[src/rtl/intc_pkg.sv]
// Shared types and width helpers for the interrupt priority arbiter.
package intc_pkg;

  typedef enum logic [0:0] {
    IDLE    = 1'b0,
    PRESENT = 1'b1
  } intc_state_e;

  // Index width for n items, never narrower than one bit.
  function automatic int unsigned intc_idx_w(input int unsigned n);
    return (n > 1) ? $clog2(n) : 1;
  endfunction

  function automatic int unsigned intc_id_w(input int unsigned nb, input int unsigned cpb);
    return intc_idx_w(nb * cpb);
  endfunction

  function automatic int unsigned intc_bus_w(input int unsigned nb);
    return intc_idx_w(nb);
  endfunction

endpackage

[src/rtl/intc_ffs.sv]
// Parametrised find-first-set: lowest set bit of vec wins.
module intc_ffs #(
  parameter int unsigned W  = 8,
  parameter int unsigned IW = 3
) (
  input  logic [W-1:0]  vec,
  output logic          found,
  output logic [IW-1:0] index
);

  always_comb begin
    found = |vec;
    index = '0;
    for (int i = int'(W) - 1; i >= 0; i--) begin
      if (vec[i]) index = IW'(i);
    end
  end

endmodule

[src/rtl/intc_prio_arb.sv]
// Registered two-level fixed-priority interrupt arbiter with sticky pending latches.
// Define INTC_EDGE_EN to latch pending only on rising edges of irq_req.
module intc_prio_arb
  import intc_pkg::*;
#(
  parameter  int unsigned NUM_BUS      = 3,
  parameter  int unsigned CHAN_PER_BUS = 9,
  localparam int unsigned NCH          = NUM_BUS * CHAN_PER_BUS,
  localparam int unsigned IDW          = intc_id_w(NUM_BUS, CHAN_PER_BUS),
  localparam int unsigned BW           = intc_bus_w(NUM_BUS)
) (
  input  logic               clk,
  input  logic               rst,
  input  logic [NCH-1:0]     irq_req,
  input  logic [NCH-1:0]     irq_en,
  input  logic [NUM_BUS-1:0] bus_en,
  input  logic               irq_ack,
  output logic               irq_valid,
  output logic [IDW-1:0]     irq_id,
  output logic [BW-1:0]      irq_bus,
  output logic [NUM_BUS-1:0] bus_pend,
  output logic [NCH-1:0]     pending
);

  localparam int unsigned CW = intc_idx_w(CHAN_PER_BUS);

  logic [NCH-1:0]     pending_q, pending_d;
  logic [NCH-1:0]     set_vec, clr_vec, bus_mask, elig;
  logic [NUM_BUS-1:0] bus_found;
  logic [NUM_BUS-1:0] bus_pend_q, bus_pend_d;
  logic [CW-1:0]      chan_idx [NUM_BUS];
  logic               any_elig;
  logic [BW-1:0]      win_bus;
  logic [CW-1:0]      win_chan;
  logic [IDW-1:0]     win_id;

  intc_state_e        state_q, state_d;
  logic               irq_valid_q, irq_valid_d;
  logic [IDW-1:0]     irq_id_q, irq_id_d;
  logic [BW-1:0]      irq_bus_q, irq_bus_d;

`ifdef INTC_EDGE_EN
  logic [NCH-1:0] irq_req_q, irq_req_d;

  assign irq_req_d = irq_req;
  assign set_vec   = irq_req & ~irq_req_q;

  always_ff @(posedge clk) begin
    if (rst) irq_req_q <= '0;
    else     irq_req_q <= irq_req_d;
  end
`else
  assign set_vec = irq_req;
`endif

  // Per-bus channel search plus the per-bus enable spread over each bus slice.
  for (genvar b = 0; b < NUM_BUS; b++) begin : g_bus
    assign bus_mask[b*CHAN_PER_BUS +: CHAN_PER_BUS] = {CHAN_PER_BUS{bus_en[b]}};

    intc_ffs #(
      .W  (CHAN_PER_BUS),
      .IW (CW)
    ) u_ffs_chan (
      .vec   (elig[b*CHAN_PER_BUS +: CHAN_PER_BUS]),
      .found (bus_found[b]),
      .index (chan_idx[b])
    );
  end

  assign elig = pending_q & irq_en & bus_mask;

  intc_ffs #(
    .W  (NUM_BUS),
    .IW (BW)
  ) u_ffs_bus (
    .vec   (bus_found),
    .found (any_elig),
    .index (win_bus)
  );

  always_comb begin
    win_chan = '0;
    for (int b = 0; b < int'(NUM_BUS); b++) begin
      if (win_bus == BW'(b)) win_chan = chan_idx[b];
    end
    win_id = IDW'(win_bus) * IDW'(CHAN_PER_BUS) + IDW'(win_chan);
  end

  // Next-state, pending update and presented-interrupt registers; set beats clear.
  always_comb begin
    state_d     = state_q;
    irq_valid_d = irq_valid_q;
    irq_id_d    = irq_id_q;
    irq_bus_d   = irq_bus_q;
    clr_vec     = '0;
    bus_pend_d  = bus_found;

    case (state_q)
      IDLE: begin
        if (any_elig) begin
          irq_id_d    = win_id;
          irq_bus_d   = win_bus;
          irq_valid_d = 1'b1;
          state_d     = PRESENT;
        end
      end
      PRESENT: begin
        if (irq_ack) begin
          for (int i = 0; i < int'(NCH); i++) begin
            if (irq_id_q == IDW'(i)) clr_vec[i] = 1'b1;
          end
          irq_valid_d = 1'b0;
          state_d     = IDLE;
        end
      end
      default: begin
        irq_valid_d = 1'b0;
        state_d     = IDLE;
      end
    endcase

    pending_d = (pending_q & ~clr_vec) | set_vec;
  end

  always_ff @(posedge clk) begin
    if (rst) begin
      state_q     <= IDLE;
      irq_valid_q <= 1'b0;
      irq_id_q    <= '0;
      irq_bus_q   <= '0;
      bus_pend_q  <= '0;
      pending_q   <= '0;
    end else begin
      state_q     <= state_d;
      irq_valid_q <= irq_valid_d;
      irq_id_q    <= irq_id_d;
      irq_bus_q   <= irq_bus_d;
      bus_pend_q  <= bus_pend_d;
      pending_q   <= pending_d;
    end
  end

  assign irq_valid = irq_valid_q;
  assign irq_id    = irq_id_q;
  assign irq_bus   = irq_bus_q;
  assign bus_pend  = bus_pend_q;
  assign pending   = pending_q;

endmodule

[config.mk]
export PLATFORM = sky130hd
export DESIGN_NAME = intc_prio_arb
export DESIGN_NICKNAME = d
export VERILOG_FILES = /design/src/rtl/intc_pkg.sv /design/src/rtl/intc_ffs.sv /design/src/rtl/intc_prio_arb.sv
export SDC_FILE = /design/constraint.sdc
export NUM_CORES = 1
export LEC_CHECK = 0
export CELL_PAD_IN_SITES_DETAIL_PLACEMENT = 0
export CELL_PAD_IN_SITES_GLOBAL_PLACEMENT = 1
export CORE_MARGIN = 3
export CORE_UTILIZATION = 30
export CTS_CLUSTER_DIAMETER = 120
export CTS_CLUSTER_SIZE = 40
export DETAILED_ROUTE_END_ITERATION = 8
export PLACE_DENSITY_LB_ADDON = 0.3
export SLEW_MARGIN = 15
export SYNTH_ARGS = -nofsm -noshare
export SYNTH_HDL_FRONTEND = slang
export SYNTH_SLANG_ARGS = --single-unit
[constraint.sdc]
create_clock -name clk -period 7.1 [get_ports clk]
set_clock_uncertainty 0.05 [all_clocks]
set_input_delay 1.42 -clock clk [delete_from_list [all_inputs] [get_ports clk]]
set_output_delay 1.42 -clock clk [all_outputs]
set_load 0.005 [all_outputs]
### After elaboration in Yosys (flattened, before gate mapping)

Index checks and enable logic that the tools add are counted.
W data, S select, Z words.

| cells by class | value |
|---|---|
| add/subtract/negate cells | 1 |
| multiply operators | 1 |
| divide/modulo/power cells | 0 |
| $lt $le $gt $ge | 0 |
| equality and inequality tests | 30 |
| shift-type cells | 0 |
| multiplexer cells | 68 |
| bitwise logic cells | 6 |
| reduce and logical (&&, ||, !) cells | 8 |

Operators with widths:

| kind | number |
|---|---|
| $mux W4 | 30 |
| $and A27 B27 Y27 | 3 |
| $eq A5 B5 Y1 const B | 11 |
| $mux W27 | 2 |
| $eq A5 B4 Y1 const B | 8 |
| $mux W1 | 31 |
| $not A27 Y27 | 1 |
| $or A27 B27 Y27 | 1 |
| $reduce_or A27 Y1 | 1 |
| $reduce_or A9 Y1 | 3 |
| $eq A5 B3 Y1 const B | 4 |
| $eq A5 B2 Y1 const B | 2 |
| $mux W2 | 3 |
| $add A5 B4 Y5 | 1 |
| $eq A5 B1 Y1 const B | 1 |
| $logic_not A5 Y1 | 1 |
| $mul A2 B4 Y5 const B | 1 |
| $ne A2 B2 Y1 const B | 2 |
| $pmux W1 S2 | 2 |
| $reduce_and A2 Y1 | 2 |
| $eq A2 B1 Y1 const B | 1 |
| $eq A2 B2 Y1 const B | 1 |
| $logic_not A2 Y1 | 1 |
| $not A1 Y1 | 1 |

| word-level totals | value |
|---|---|
| bits in registers | 39 |
| bits in latches | 0 |
| memory bits (writable) | 0 |
| bits in read-only memories | 0 |
| output and inout port bits | 38 |
| logic and storage cells | 120 |
| memories | 0 |

### Logic depth before layout (Yosys ltp)

Gate-level depths: netlist of the first run.

| logic depth | value |
|---|---|
| word-level depth | 15 |
| mapped depth | 15 |
| depth with buffers taken out | 14 |

### Hierarchy

From an unflattened synthesis of the first run, not the netlist that was laid out.

| second synthesis, totals | value |
|---|---|
| cell total of the unflattened synthesis | 275 |
| area total of the unflattened synthesis | 2208.4 µm² |

Modules (own cells, without submodules):

| module | instances | cells an instance | area each (µm²) |
|---|---|---|---|
| intc_prio_arb | 1 | 230 | 1899.3 |
| intc_ffs (g_bus[0].u_ffs_chan ...) | 3 | 14 | 96.3 |
| intc_ffs (u_ffs_bus) | 1 | 3 | 20.0 |

### Least setup slack after synthesis of the first run

No wires, ideal clock.

| timing path | value |
|---|---|
| path type | input port to flip-flop |
| from | input irq_en[6] |
| to | register irq_id_q[4] (netlist: irq_id[4]) |
| arrival | 4.114 ns |
| setup slack | 2.861 ns |
| stages | 13 |
| buffers on the path | 0 |
| path through | a22o_1 -> o41a_1 -> nor2_4 -> nand2_4 -> a2111oi_0 -> a211o_1 -> ha_1 -> ha_1 -> a21oi_1 -> nor2b_1 -> xnor2_1 -> or4b_1 -> a31oi_1 |

| between the ends | value |
|---|---|
| cells in the longest elaborated chain, start to end | 13 |

Ends and longest elaborated chain:

| element | line | source |
|---|---|---|
| start: declaration | intc_prio_arb.sv:15 | `input logic [NCH-1:0] irq_en,` |
| $and A27 B27 Y27 * (2 in a row) | intc_prio_arb.sv:70 | `assign elig = pending_q & irq_en & bus_mask;` |
| branches (longest 11 deep; another with $mul A2 B4 Y5) | n/a |  |
| end signal: assignment | intc_prio_arb.sv:136 | `irq_id_q <= irq_id_d;` |
| end: declaration | intc_prio_arb.sv:39 | `logic [IDW-1:0] irq_id_q, irq_id_d;` |

Every way passes the cells marked *.
A chain may end at the register's enable or synchronous reset.

### Worst setup path in the final report of the first run

| timing path | value |
|---|---|
| from | input irq_en[9] |
| to | register irq_id_q[4] (netlist: irq_id[4]) |

| between the ends | value |
|---|---|
| cells in the longest elaborated chain, start to end | 10 |

Ends and longest elaborated chain:

| element | line |
|---|---|
| $and A27 B27 Y27 * (2 in a row) | intc_prio_arb.sv:70 |
| branches (longest 8 deep; another with $mul A2 B4 Y5) | n/a |

Marks and branches as above.

==> results of run 1 <==
## per-stage QoR
step	total power, mW	instance area, sq um
4_1_cts	0.607	3190
6_report	0.601	3190
3_5_place_dp	0.441	3090
3_3_place_gp	0.440	3090
5_1_grt	0.631	3190
2_1_floorplan	0.341	2040
## flip-flops by register name (all words and copies together) (netlist names)
name	count
bus_pend	3
irq_valid	1
state_q	1
pending	27
irq_bus	2
irq_id	5
## worst max-delay path, cell delays in order
cell	delay [ps]
clkdlybuf4s50_1	420
a22o_1	230
o21ai_0	300
and3_1	460
nand2_4	110
a2111oi_0	480
a211o_1	160
ha_1	140
ha_1	200
a21oi_1	90
nor2b_1	150
xnor2_1	150
or4b_1	440
a31oi_1	160
## report_power, final
part / internal [mW] / switching [mW] / leakage, nW
logic: 0.0984 / 0.0786 / 0.937
registers: 0.238 / 0.0202 / 0.326
clock network: 0.0886 / 0.0764 / 0.0515
total: 0.425 / 0.175 / 1.31
## worst min-delay path by stage
stage               cells past startpoint              startpoint                      to  slack, ps
global placement                        1  irq_valid$_SDFFE_PP0P_  irq_valid$_SDFFE_PP0P_        400
finish                                  1  irq_valid$_SDFFE_PP0P_  irq_valid$_SDFFE_PP0P_        440
global route                            1  irq_valid$_SDFFE_PP0P_  irq_valid$_SDFFE_PP0P_        450
detailed placement                      1  irq_valid$_SDFFE_PP0P_  irq_valid$_SDFFE_PP0P_        420
CTS                                     1  irq_valid$_SDFFE_PP0P_  irq_valid$_SDFFE_PP0P_        440
floorplan                               1  irq_valid$_SDFFE_PP0P_  irq_valid$_SDFFE_PP0P_        410
## cells by family (layout without fill, tap and decap cells)
family,Yosys count,count (layout),synth area share [%]
compound gates,104,104,32.4
xor+xnor,2,2,0.859
fa+ha+maj,6,6,4.05
buf+inv,36,135,6.69
flops,39,39,38.3
mux,4,4,1.96
simple gates,69,69,15.8
## layout by cell type (no fill, tap or decap), types with 2 or more instances in the layout
| cell | Yosys | layout |
|---|---|---|
| a41oi_1 | 2 | 2 |
| clkbuf_8 | 0 | 7 |
| a31oi_1 | 2 | 2 |
| mux2i_1 | 4 | 4 |
| a32o_1 | 3 | 3 |
| nand2_1 | 30 | 30 |
| nor2_1 | 16 | 16 |
| nor2b_1 | 4 | 4 |
| a22o_1 | 12 | 12 |
| dfxtp_1 | 39 | 39 |
| a22oi_1 | 8 | 8 |
| inv_1 | 29 | 29 |
| a31oi_2 | 2 | 2 |
| nand3_1 | 5 | 5 |
| a21oi_1 | 33 | 33 |
| o21a_1 | 2 | 2 |
| and3_1 | 3 | 3 |
| xnor2_1 | 2 | 2 |
| o21ai_0 | 31 | 31 |
| a211oi_1 | 2 | 2 |
| nor3_1 | 3 | 3 |
| nand2b_1 | 3 | 3 |
| ha_1 | 5 | 5 |
| clkdlybuf4s50_1 | 0 | 97 |
## final cells by class
type	instances	area (sq um)	share of cell area (%)
clock buffers	8	100	3.14
inverters	29	109	3.42
multi-input cells	185	1120	35.2
well taps	77	96.3	3.02
flip-flops and latches	39	781	24.5
repair buffers	98	978	30.7
## metal layers
| layer | vias to the layer above | part of all wire (%) |
|---|---|---|
| met3 | 10 | 6.8 |
| met5 | - | 0 |
| li1 | 1122 | - |
| met2 | 69 | 45 |
| met1 | 972 | 47 |
| met4 | 0 | 1.6 |
==> flow_summary.json, run 1 <==
{
  "reg2reg_depth": 13,
  "slew_violations": 0,
  "die-area_sq_mm": 0.00782,
  "synth-seq-area-share_pct": 38.3,
  "synth_area_per_cell_sq_um": 7.84,
  "whs_ps": 436,
  "r2r_slack_ps": 3530,
  "grt_max_degree": 39,
  "cts-buffers-inserted": 5,
  "r2r_start": "pending[11]$_SDFF_PP0_",
  "worstPathArrival_ps": 4930,
  "synth_cell_type_count": 37,
  "grt_util_met2_pct": 26.0,
  "postCtsHoldBufs": 0,
  "netlist_top_cells_count": "dfxtp_1 (39), a21oi_1 (33), o21ai_0 (31), nand2_1 (30), inv_1 (29)",
  "syn_nets": 326,
  "clk_path_buf_depth": 2,
  "cts_tree": "yes",
  "netlist_area_sq_mm": 0.00204,
  "grt_pass1_vias": 2064,
  "cts.clk_slew.worst_paths_ps": 70,
  "powerDensity_mw_per_mm2": 188,
  "grt.met3_usage_pct": 4.10,
  "setup_viol": 0,
  "antenna_left": 0,
  "slew-limit-headroom_pct": 63.4,
  "ys_top_cells_by_area": "dfxtp_1 (38%), a21oi_1 (8.1%), o21ai_0 (7.6%)",
  "maxCapViolCount": 0,
  "track_usage_pct": 16.9,
  "hold_path_class": "reg -> reg",
  "drive_above_1_share_pct": 3.34,
  "fin_crit_sh_pct": 67.0,
  "fin_ws_ps": 2340,
  "synthArstFlopShare_pct": 0,
  "dp_slack_ps": 2060,
  "endpoint": "irq_id[4]$_SDFFE_PP0P_",
  "max_slew.worst_pin.slew_ps": 545,
  "syn_inst": 260,
  "utilization_pct": 49.3,
  "diodes": 0,
  "finalSetupTns_ps": 0,
  "insertion_delay_ps": 290,
  "critPathRequiredTime_ps": 7280,
  "ys.flop_type": "dfxtp_1",
  "yosys.area.top_type": "dfxtp_1",
  "vias": 2173,
  "ys_ff_latch": 39,
  "drtIter0Drc": 79,
  "io_pins": 98,
  "initial_utilization_pct": 31.6,
  "drc": 0,
  "ir_worst_vdd_v": 0.0000861,
  "use_met1_pct": 23.0,
  "ys.warnings.count": 0,
  "die_x_um": 88.5,
  "routedWlPerCell_um": 15.0,
  "synth_edf_count": 0,
  "crit_path_end_kind": "flip-flop",
  "dp.cells": 428,
  "antenna_found_initial": 0,
  "nNetsFinal": 424,
  "critPathMaxFanout": 9,
  "cts.repair.resized": 0,
  "nFillCells": 655,
  "rows": 29,
  "place.gp.congestion": 0.814,
  "final-hold-violation-count": 0,
  "dp_hpwl_um": 5090,
  "period_minus_slack_ps": 4760,
  "synth_top_area_share_pct": 38.3,
  "p_leak_nw": 1.31,
  "io_buffers": 97,
  "status": "complete, no violations",
  "avgViaCountPerCell": 4.98,
  "wirelength_um": 6550,
  "core_sq_mm": 0.00646,
  "rsz0062_at_grt": "no",
  "critPathLaunchType": "input pin",
  "max_freq_mhz": 210,
  "fin_cells": 436,
  "worstSetupPathType": "in -> reg",
  "area_growth_pct": 56.3,
  "die_h_um": 88.5,
  "synth_most_common_cell": "dfxtp_1",
  "grt_pass1_wl_um": 10000,
  "worst_r2r_endpoint": "irq_id[4]$_SDFFE_PP0P_",
  "postCtsSetupRepairBufs": 0,
  "crit_start": "irq_en[9]",
  "cts.sinks": 39,
  "htreeDepth": 2,
  "grt.overflow.total": 0,
  "dr.pass1.iters": 4,
  "cts_root_buf": "clkbuf_8",
  "grt-busiest-layer": "met2"
}
Power figures use the tool's default switching activity.
==> run 2: changes to the inputs <==
- CORE_UTILIZATION: 30 -> 25
- clock period: 7.1 -> 4.1 ns (I/O delays scaled with it)
==> run 2 against run 1 <==
Compared with the run above:
- sequential share of layout area fell by 0.94 points
- cell area rose by 4.0%
- largest power group unchanged
- global-route usage fell by 2.0 points
- clock-buffer cell count did not move
- clock power rose by 75%
- critical path type unchanged
- highest routed layer unchanged
- die area rose by 19%
==> flow_summary.json, run 2 (same netlist as run 1, synthesis figures left out) <==
{
  "area_growth_pct": 62.5,
  "place.gp.congestion": 0.837,
  "drc": 0,
  "core_sq_mm": 0.00781,
  "slew_violations": 0,
  "cts.clk_slew.worst_paths_ps": 70,
  "crit_path_top_delay_cell": "o41a_1",
  "cts-buffers-inserted": 5,
  "finalSetupTns_ps": 0,
  "final_common_cell": "clkdlybuf4s50_1",
  "max_slew.worst_pin.slew_ps": 672,
  "worstPathArrival_ps": 4030,
  "vias": 2232,
  "grt_util_met2_pct": 24.2,
  "dr.pass1.iters": 4,
  "p_leak_nw": 1.37,
  "critPathMaxFanout": 3,
  "dp.cells": 465,
  "layout_common_cells": "clkdlybuf4s50_1 (97), dfxtp_1 (39), a21oi_1 (33), o21ai_0 (31), nand2_1 (30)",
  "drtIter0Drc": 89,
  "insertion_delay_ps": 290,
  "grt_pass1_wl_um": 10500,
  "setup_viol": 0,
  "cts_tree": "yes",
  "r2r_slack_ps": 850,
  "htreeDepth": 2,
  "antenna_found_initial": 0,
  "initial_utilization_pct": 26.1,
  "min_from": "irq_valid$_SDFFE_PP0P_",
  "critPathLaunchType": "input pin",
  "track_usage_pct": 14.9,
  "r2r_start": "pending[6]$_SDFF_PP0_",
  "antenna_left": 0,
  "reg2reg_depth": 13,
  "nNetsFinal": 436,
  "clk_path_buf_depth": 2,
  "fin_crit_sh_pct": 94.6,
  "diodes": 0,
  "io_pins": 98,
  "avgViaCountPerCell": 4.72,
  "use_met1_pct": 20.0,
  "crit_path_end_kind": "flip-flop",
  "grt.met3_usage_pct": 3.75,
  "rows": 32,
  "cp_common_cell": "ha_1",
  "critPathRequiredTime_ps": 4250,
  "period_minus_slack_ps": 3880,
  "hold_end": "irq_valid$_SDFFE_PP0P_",
  "grt-busiest-layer": "met2",
  "min_path_cells": 1,
  "drive_above_1_share_pct": 6.74,
  "crit_chain": "clkdlybuf4s50_1, a22o_1, o41a_1, nor2_4, nand2_4, a2111oi_2, a211o_1, ha_1, ha_1, a21oi_1, nor2b_1, xnor2_1, or4b_1, a31oi_1",
  "final-hold-violation-count": 0,
  "die-area_sq_mm": 0.00928,
  "wirelength_um": 6870,
  "grt_pass1_vias": 2113,
  "crit_path_max_incr_delay_ps": 480,
  "maxCapViolCount": 0,
  "grt.overflow.total": 0,
  "dpl-instance-area_sq_mm": 0.00321,
  "fin_cells": 473,
  "slew-limit-headroom_pct": 55.1,
  "hold_path_class": "reg -> reg",
  "largest_reg_flops": 27,
  "worst_r2r_endpoint": "irq_id[4]$_SDFFE_PP0P_",
  "cts.sinks": 39,
  "rsz0062_at_grt": "no",
  "max_freq_mhz": 258,
  "utilization_pct": 42.5,
  "io_buffers": 97,
  "ir_worst_vdd_v": 0.000109,
  "die_h_um": 96.3,
  "die_x_um": 96.3,
  "routedWlPerCell_um": 14.5,
  "dp_hpwl_um": 5550,
  "stdcell_area_sq_mm": 0.00331,
  "grt_max_degree": 22,
  "status": "complete, no violations",
  "powerDensity_mw_per_mm2": 321,
  "worstSetupPathType": "in -> reg",
  "cts_root_buf": "clkbuf_8"
}
==> run 2: area by class of cell <==
type | count | area (sq um)
Clock buffer | 8 | 100
Sequential cell | 39 | 781
Tap cell | 102 | 128
Multi-Input combinational cell | 185 | 1130
Inverter | 29 | 109
Fill cell | 819 | 4490
Timing Repair Buffer | 110 | 1070
==> run 2: power by group <==
| group | internal [mW] | switching [mW] |
|---|---|---|
| Clock | 0.154 | 0.135 |
| Sequential | 0.413 | 0.0358 |
| Combinational | 0.185 | 0.142 |
==> run 2: worst max path at each step <==
stage,startpoint,end,slack (ps),cells after the start
4_1_cts,irq_en[6],irq_id[4]$_SDFFE_PP0P_,2,14
5_1_grt,irq_en[6],irq_id[4]$_SDFFE_PP0P_,6,14
6_report,irq_en[6],irq_id[4]$_SDFFE_PP0P_,220,14
3_3_place_gp,irq_en[6],irq_id[4]$_SDFFE_PP0P_,-30,14
2_1_floorplan,irq_en[6],irq_id[4]$_SDFFE_PP0P_,460,13
3_5_place_dp,irq_en[6],irq_id[4]$_SDFFE_PP0P_,-320,14
==> run 2: metrics by stage <==
step / setup WS (ps) / hold slack, ps / total power [mW]
3_5_place_dp: -318 / 405 / 0.788
5_1_grt: 5.63 / 441 / 1.13
3_3_place_gp: -33.7 / 399 / 0.786
6_report: 221 / 417 / 1.06
4_1_cts: 1.84 / 423 / 1.08
2_1_floorplan: 461 / 415 / 0.591
==> run 2: per-layer routing <==
metal,share of wire [%],vias to the layer above
li1,-,1145
met4,0.83,0
met3,7.0,6
met1,46,1009
met2,46,72
met5,0,-
==> run 2: what timing repair did <==
item                                    4_1_cts  5_1_grt
hold buffers                                  0        0
endpoints found under the setup margin        0        1
gates resized for setup                       0        2
setup buffers                                 0        0
==> run 2: worst max-delay path, delay by kind of cell <==
family | cells | cell delay, ps
xor gates and xnor gates | 1 | 140
buffers and inverters | 1 | 420
adders and majority gates | 2 | 300
and+or+nand+nor | 4 | 780
AOI/OAI and AO/OA | 6 | 1570
==> run 3: changes to the inputs <==
- CORE_ASPECT_RATIO: default -> 0.8
==> run 3 against run 2 <==
Compared with the run above:
- clock power increased by 31%
- first-iteration DRC count is 10% higher
- sequential share of layout area shrank 0.32 points
- utilization up 1.4 points
- setup slack lost 23 ps
- clock-buffer cell count is 2 lower
- critical endpoint unchanged
- largest power group unchanged
- highest routed layer unchanged
==> flow_summary.json, run 3 (same netlist as run 1, synthesis figures left out) <==
{
  "status": "complete, no violations",
  "track_usage_pct": 15.6,
  "max_slew.worst_pin.slew_ps": 844,
  "initial_utilization_pct": 26.6,
  "max_freq_mhz": 256,
  "antenna_found_initial": 0,
  "die_h_um": 86.8,
  "slew-limit-headroom_pct": 43.5,
  "critPathLaunchType": "input pin",
  "io_pins": 98,
  "die-area_sq_mm": 0.00928,
  "grt_pass1_wl_um": 11400,
  "postCtsSetupRepairBufs": 0,
  "use_met1_pct": 22.5,
  "grt_pass1_vias": 2206,
  "p_leak_nw": 1.38,
  "setup_viol": 0,
  "rows": 28,
  "postCtsHoldBufs": 0,
  "grt.met3_usage_pct": 4.62,
  "vias": 2238,
  "dp_hpwl_um": 5690,
  "cts-buffers-inserted": 5,
  "wirelength_um": 7080,
  "routedWlPerCell_um": 14.9,
  "period_minus_slack_ps": 3900,
  "dp_slack_ps": -252,
  "layout_common_cells": "clkdlybuf4s50_1 (97), dfxtp_1 (39), a21oi_1 (33), o21ai_0 (31), nand2_1 (30)",
  "insertion_delay_ps": 280,
  "fin_ws_ps": 198,
  "whs_ps": 427,
  "maxCapViolCount": 0,
  "critPathMaxFanout": 6,
  "crit_start": "irq_en[6]",
  "powerDensity_mw_per_mm2": 344,
  "io_buffers": 97,
  "place.gp.congestion": 0.813,
  "finalSetupTns_ps": 0,
  "area_growth_pct": 64.8,
  "r2r_start": "pending[23]$_SDFF_PP0_",
  "critPathRequiredTime_ps": 4250,
  "fin_crit_sh_pct": 95.2,
  "ir_worst_vdd_v": 0.000140,
  "final-hold-violation-count": 0,
  "crit_path_top_delay_cell": "o41a_1",
  "crit_chain": "clkdlybuf4s50_1, a22o_1, o41a_1, nor2_4, nand2_4, a2111oi_4, a211o_1, ha_1, ha_1, a21oi_1, nor2b_1, xnor2_1, or4b_1, a31oi_1",
  "rsz0062_at_grt": "no",
  "register_area_sq_um": 781,
  "nNetsFinal": 435,
  "cts.repair.resized": 0,
  "min_from": "irq_valid$_SDFFE_PP0P_",
  "clk_path_buf_depth": 2,
  "dr.pass1.iters": 4,
  "avgViaCountPerCell": 4.71,
  "cp_common_cell": "ha_1",
  "die_x_um": 107,
  "grt_max_degree": 23,
  "drive_above_1_share_pct": 6.76,
  "dp.cells": 467,
  "cts.clk_slew.worst_paths_ps": 80,
  "final_common_cell": "clkdlybuf4s50_1",
  "worstSetupPathType": "in -> reg",
  "utilization_pct": 43.8,
  "grt-busiest-layer": "met2",
  "cts.sinks": 39,
  "crit_path_max_incr_delay_ps": 500,
  "drtIter0Drc": 98,
  "nFillCells": 763,
  "core_sq_mm": 0.00767,
  "cts_tree": "yes",
  "fin_cells": 475,
  "slew_violations": 0,
  "cts_root_buf": "clkbuf_8",
  "r2r_slack_ps": 850,
  "grt.overflow.total": 0,
  "antenna_left": 0,
  "diodes": 0,
  "largest_reg_flops": 27,
  "htreeDepth": 2,
  "grt_util_met2_pct": 23.5,
  "drc": 0,
  "worstPathArrival_ps": 4050,
  "hold_path_class": "reg -> reg",
  "multiInputGateArea_sq_mm": 0.00115,
  "crit_path_end_kind": "flip-flop"
}
run 3: worst max-delay path: cells and delay by family:
family	cells	cell delay [ps]
compound gates	6	1510
buf+inv	1	430
fa+ha+maj	2	320
xor+xnor	1	150
simple gates	4	820
run 3: routing by layer:
metal	wire length (um)	part of all wire, %
met5	0	0
met4	21	0.30
met3	564	8.0
met2	2910	41
met1	3590	51
run 3: area by class of cell:
cell class                      instances  area share, %
Multi-Input combinational cell        185           34.1
Timing Repair Buffer                  109           31.6
Clock buffer                            6           2.16
Inverter                               29           3.24
Sequential cell                        39           23.2
Clock inverter                          2           1.79
Tap cell                              105           3.91
run 3: final timing paths:
check                                               to  depth (start not counted)
worst max-delay path            irq_id[4]$_SDFFE_PP0P_                         14
worst min-delay path            irq_valid$_SDFFE_PP0P_                          1
worst max register to register  irq_id[4]$_SDFFE_PP0P_                         13
worst min register to register  irq_valid$_SDFFE_PP0P_                          1
run 3: report_power, final:
| group | total (mW) | internal [mW] | leakage, nW | switching (mW) |
|---|---|---|---|---|
| Combinational | 0.331 | 0.185 | 0.992 | 0.145 |
| Sequential | 0.448 | 0.413 | 0.326 | 0.0357 |
| Clock | 0.379 | 0.243 | 0.0654 | 0.135 |
run 3: through the flow:
stage          cell area (sq um)  total power, mW
3_5_place_dp                3200            0.785
3_3_place_gp                3200            0.783
5_1_grt                     3360             1.22
6_report                    3360             1.16
4_1_cts                     3340             1.17
2_1_floorplan               2040            0.591
